File: src/rtl/mantissa_divider_24bit.sv
// Iterative restoring divider for normalized 24-bit floating-point mantissas.
// Produces one quotient bit per cycle (26 bits), then rounds half-up to a 23-bit fraction.
module mantissa_divider_24bit (
  input  logic        clk,
  input  logic        rst,
  input  logic        start,
  input  logic [23:0] num1,
  input  logic [23:0] num2,
  output logic [22:0] resultF,
  output logic        normalize,
  output logic        round_ovf,
  output logic        div_zero,
  output logic        busy,
  output logic        ready
);

  typedef enum logic [1:0] {IDLE, CALC, ROUND, DONE} state_t;

  state_t      state_q, state_d;
  logic [25:0] rem_q, rem_d;
  logic [23:0] divisor_q, divisor_d;
  logic [25:0] quo_q, quo_d;
  logic [4:0]  cnt_q, cnt_d;
  logic [22:0] result_q, result_d;
  logic        norm_q, norm_d;
  logic        ovf_q, ovf_d;
  logic        dz_q, dz_d;
  logic        busy_q, busy_d;
  logic        ready_q, ready_d;

  logic        rem_ge;
  logic [25:0] rem_sub;
  logic [22:0] frac;
  logic        guard;
  logic [23:0] rsum;

  always_comb begin
    state_d   = state_q;
    rem_d     = rem_q;
    divisor_d = divisor_q;
    quo_d     = quo_q;
    cnt_d     = cnt_q;
    result_d  = result_q;
    norm_d    = norm_q;
    ovf_d     = ovf_q;
    dz_d      = dz_q;
    busy_d    = busy_q;
    ready_d   = ready_q;

    rem_ge  = rem_q >= {2'b00, divisor_q};
    rem_sub = rem_ge ? (rem_q - {2'b00, divisor_q}) : rem_q;

    // Quotient in (0.5, 2): integer bit clear means shift left one place.
    frac  = quo_q[25] ? quo_q[24:2] : quo_q[23:1];
    guard = quo_q[25] ? quo_q[1] : quo_q[0];
    rsum  = {1'b0, frac} + {23'd0, guard};

    case (state_q)
      IDLE, DONE: begin
        if (start) begin
          if (num2[23]) begin
            divisor_d = num2;
            rem_d     = {2'b00, num1};
            quo_d     = '0;
            cnt_d     = '0;
            dz_d      = 1'b0;
            busy_d    = 1'b1;
            ready_d   = 1'b0;
            state_d   = CALC;
          end else begin
            result_d  = '0;
            norm_d    = 1'b0;
            ovf_d     = 1'b0;
            dz_d      = 1'b1;
            busy_d    = 1'b0;
            ready_d   = 1'b1;
            state_d   = DONE;
          end
        end
      end
      CALC: begin
        rem_d = rem_sub << 1;
        quo_d = {quo_q[24:0], rem_ge};
        cnt_d = cnt_q + 5'd1;
        if (cnt_q == 5'd25) state_d = ROUND;
      end
      ROUND: begin
        result_d = rsum[22:0];
        ovf_d    = rsum[23];
        norm_d   = ~quo_q[25];
        busy_d   = 1'b0;
        ready_d  = 1'b1;
        state_d  = DONE;
      end
      default: state_d = IDLE;
    endcase
  end

  always_ff @(posedge clk) begin
    if (rst) begin
      state_q   <= IDLE;
      rem_q     <= '0;
      divisor_q <= '0;
      quo_q     <= '0;
      cnt_q     <= '0;
      result_q  <= '0;
      norm_q    <= 1'b0;
      ovf_q     <= 1'b0;
      dz_q      <= 1'b0;
      busy_q    <= 1'b0;
      ready_q   <= 1'b0;
    end else begin
      state_q   <= state_d;
      rem_q     <= rem_d;
      divisor_q <= divisor_d;
      quo_q     <= quo_d;
      cnt_q     <= cnt_d;
      result_q  <= result_d;
      norm_q    <= norm_d;
      ovf_q     <= ovf_d;
      dz_q      <= dz_d;
      busy_q    <= busy_d;
      ready_q   <= ready_d;
    end
  end

  assign resultF   = result_q;
  assign normalize = norm_q;
  assign round_ovf = ovf_q;
  assign div_zero  = dz_q;
  assign busy      = busy_q;
  assign ready     = ready_q;

endmodule
File: config.mk
export PLATFORM = sky130hd
export DESIGN_NAME = mantissa_divider_24bit
export DESIGN_NICKNAME = d
export VERILOG_FILES = /design/src/rtl/mantissa_divider_24bit.sv
export SDC_FILE = /design/constraint.sdc
export NUM_CORES = 1
export LEC_CHECK = 0
export CORE_UTILIZATION = 57
export DETAILED_ROUTE_END_ITERATION = 12
export GPL_TIMING_DRIVEN = 1
export PLACE_DENSITY = 0.81
export SYNTH_ARGS = -nofsm -noshare
export SYNTH_HDL_FRONTEND = slang
export SYNTH_SLANG_ARGS = --single-unit
File: constraint.sdc
create_clock -name clk -period 4.6 [get_ports clk]
set_input_delay 0.46 -clock clk [delete_from_list [all_inputs] [get_ports clk]]
set_output_delay 0.46 -clock clk [all_outputs]
set_load 0.05 [all_outputs]
==> results.md <==
* Crit path to: rem_q[4]$_SDFFE_PP0P_
* Fmax at 0.316 GHz
* Critical Path RT at between 4 and 5 ns
* CP Launch Type: flop
* IO Pins at between 70 and 80
* Commonest non-fill, non-tap cell in the layout: nand2_1
* Syn_nets at 944
* Fin nets at 985
* Area of the multi-input gates at just over 4000 um^2
* Min-delay src: resultF[7]$_SDFFE_PP0P_
* Slew headroom at 43.2%
* DIE AREA at around 12000 um^2
* Ratio of cells with drive above 1 in the final layout at around 5.2%
* Post-route minimum period at roughly 3.2 ns
* Synth Area in Compound Gates at around a quarter
* Post-CTS Hold Fix Bufs at 0
* Worst Tran Pin Value at 0.853 ns
* Hold WS at 0.450 ns
* Largest buffer count on any clock path at 2
* Worst-path clk slew at about 0.070 ns
* Vias at 6352
* CP Cell Sequence: inv_1, ha_1, inv_1, fa_1, a21o_1, a221oi_2, o21ai_2, a21o_1, a21oi_2, o21ai_2, buf_4, mux2i_1, o22ai_1
* Max Cap Violations at 0
* Initial antenna violation count at 0
* Buffers on Ports at just under 80
* Final worst slack at between 1 and 1.5 ns
* CP arrival at about 3.4 ns
* Leakage at 2.90 nW
* H-tree depth at 3
* Mean area per synthesized cell at 7.71 um^2
* Internal Power at around 2.6 mW
* Clock Root Buffer: clkbuf_16
* First-pass GRT wire length at roughly 28000 um
* Largest net degree at the start of global routing at 86
* Async SR Flop Fraction at 0%
* Mux cell area share after synthesis at just over 5%
* Mapped Area at 6640 um^2
* Post_cts resized at 0
* Most frequent cells in the layout: nand2_1 (125), dfxtp_1 (111), a21oi_1 (102)
* Routed wire per std cell at 16.1 um
* Setup Fix Bufs, Post-CTS at 0
* Via density at a little over 6
* Power share of the sequential group at around a quarter
* Largest family of logic cells by synthesized area: compound AO/OA/AOI/OAI gates
* CTS Sinks at between 100 and 150
* # diodes at 0
* RSZ-0062 raised after global routing: no
* Combinational share of power at 60.5%
* Mapped Cells at roughly 860
* CP Max Fanout at 12
* Hold Path Class: flop to flop
* Worst r2r path cells at 13
* Routed wire length at about 17000 um
* Fill cells at between 900 and 1000
* Synth Area in Simple Gates at a little over a fifth
* Drt first pass iters at 6
* Final Hold Fails at 0
* Final HPWL DP at between 10000 and 15000 um
* Synth top area share at between 30% and 40%
* CTS tree: done
* Final setup violation count at 0
* Syn. warnings at 0
* Fin Clk Skew at around 0.0054 ns
* Vias in the first global route at 5992
* FF-to-FF Start: rem_q[0]$_SDFFE_PP0P_
* Critical path origin: rem_q[0]$_SDFFE_PP0P_
* Core area at ~11000 um^2
* Synth area leader: dfxtp_1
* Placer Congestion at 0.884
* EDFF count, synth at 0
* Synth area leaders: dfxtp_1 (33%), a21oi_1 (7.8%), nand2_1 (7.1%)
* Die Width at between 100 and 150 um
* Layout area overhead at 16.5%
* Final cell count without fillers at about 1000
* DRT iter0 DRCs at around 430
* Sw frac at 45.3%
* Worst VDD drop at about 0.00040 V
* Cell Pwr Density at 623 nW/um^2
* Status: finished, final reports clean
* R2R Path End: rem_q[4]$_SDFFE_PP0P_
* Initial Utilization at between 50% and 60%
* Worst R2R Setup Slack at 1.43 ns
* FP Rows at 39
* Slowest stage delay, CP at ~0.40 ns
* Synth Area in XOR/XNOR at 3.96%
* Post-Synth Adder-Cell Area at a little over 6%
* Worst-skew pair later-pin latency at roughly 0.36 ns
* Final worst-path cycle share at slightly below 70%
* Slowest CP cell: fa_1
* FF+latch count, synth at approximately 110
* Setup slack at placement at around 1.5 ns
* Synth unique cells at 66
* Cells after DPL at slightly above 1000
* Reg area at between 2000 and 2500 um^2
* Total grt overflow at 0
* Synth Flop Type: dfxtp_1
* Fin. max-slew vios at 0
* CTS Buf Count at 9
* Clock power share at ~16%
* Die Ht at around 110 um
* Setup Crit Path Kind: flop to flop
* Worst setup EP type: flop
* Gr usage total at 29.3%
* Post-DRT Antenna Nets at 0
* Sequential share of the synthesized area at between 30% and 40%
* Setup tns final at 0 ns
* Switching pwr at approximately 2.2 mW
* Residual DRC at 0
[power groups by stage]
| stage | clock, mW | sequential [mW] | combinational (mW) |
|---|---|---|---|
| final | 0.757 | 1.15 | 2.92 |
| after CTS | 0.769 | 1.15 | 2.90 |
| after global routing | 0.812 | 1.16 | 3.19 |
| after floorplan | 0 | 1.18 | 2.26 |
| after global placement | 0 | 1.16 | 2.86 |
| after detailed placement | 0 | 1.17 | 2.88 |
[synth_stat cells (all sizes together), types with 2 or more instances]
cell     count
a2111oi      3
dfxtp      111
a311oi       4
nand2b       3
nor2b        6
o211ai       5
a21oi      104
nor4b        4
inv         40
nand2      125
a22oi       31
ha          31
and3         2
nor3        21
o22ai       19
a32oi        3
a221oi       3
a31oi        9
o21bai       4
nand3       46
a21o        13
nor2        62
o21ai       28
xnor2       17
xor2        13
a21boi       2
mux2         4
and2         9
nand3b       2
nor3b        3
nand4b       2
a211oi      12
nand4       10
a211o        3
clkbuf      45
buf         15
mux2i       30
[metal layers]
layer / track usage, % / part of all wire, % / vias to the layer above
li1: - / - / 3157
met1: 34.8 / 43 / 2976
met2: 51.7 / 50 / 187
met3: 4.80 / 4.3 / 32
met4: 12.7 / 2.7 / 0
met5: 0 / 0 / -
[kinds of logic after synthesis]
group           after synthesis
simple gates                299
compound gates              254
flops                       111
buf+inv                     101
mux                          34
fa+ha+maj                    32
xor+xnor                     30
[stage by stage]
step           total power [mW]  util [%]  cell area, um^2
2_1_floorplan              3.44         -             6640
3_3_place_gp               4.02      65.6             7460
3_5_place_dp               4.05      65.6             7460
4_1_cts                    4.82      68.0             7740
5_1_grt                    5.16      68.0             7740
6_report                   4.82      68.0             7740
[registers in the layout, summed over array words and instances, names as in the netlist]
register   cells
quo_q         26
rem_q         26
divisor_q     24
resultF       23
cnt_q          5
state_q        2
busy           1
div_zero       1
normalize      1
ready          1
round_ovf      1
[how the worst min path moves through the flow]
stage                                 end  slack (ns)  cells past startpoint
4_1_cts           resultF[7]$_SDFFE_PP0P_        0.45                      2
2_1_floorplan  divisor_q[23]$_SDFFE_PP0P_        0.44                      2
6_report          resultF[7]$_SDFFE_PP0P_        0.45                      2
3_3_place_gp       round_ovf$_SDFFE_PP0P_        0.44                      2
5_1_grt          resultF[17]$_SDFFE_PP0P_        0.48                      2
3_5_place_dp      resultF[7]$_SDFFE_PP0P_        0.45                      2
[final cells by class]
type                    count  share of cell area (%)
inverters                  41                    1.99
well taps                 143                    2.31
flip-flops and latches    111                    28.7
clock buffers              12                    3.32
clock inverters             2                   0.226
multi-input cells         649                    52.2
repair buffers             90                    11.2
[worst max-delay path, delay by kind of cell (launching register included)]
| kind | cells | cell delay, ns |
|---|---|---|
| AO/OA/AOI/OAI | 7 | 1.51 |
| adder cells (fa/ha/maj) | 2 | 0.57 |
| buffers and inverters | 3 | 0.43 |
| flip-flops | 1 | 0.32 |
| multiplexers | 1 | 0.20 |
Note: power is estimated with default switching activity, not from simulation.
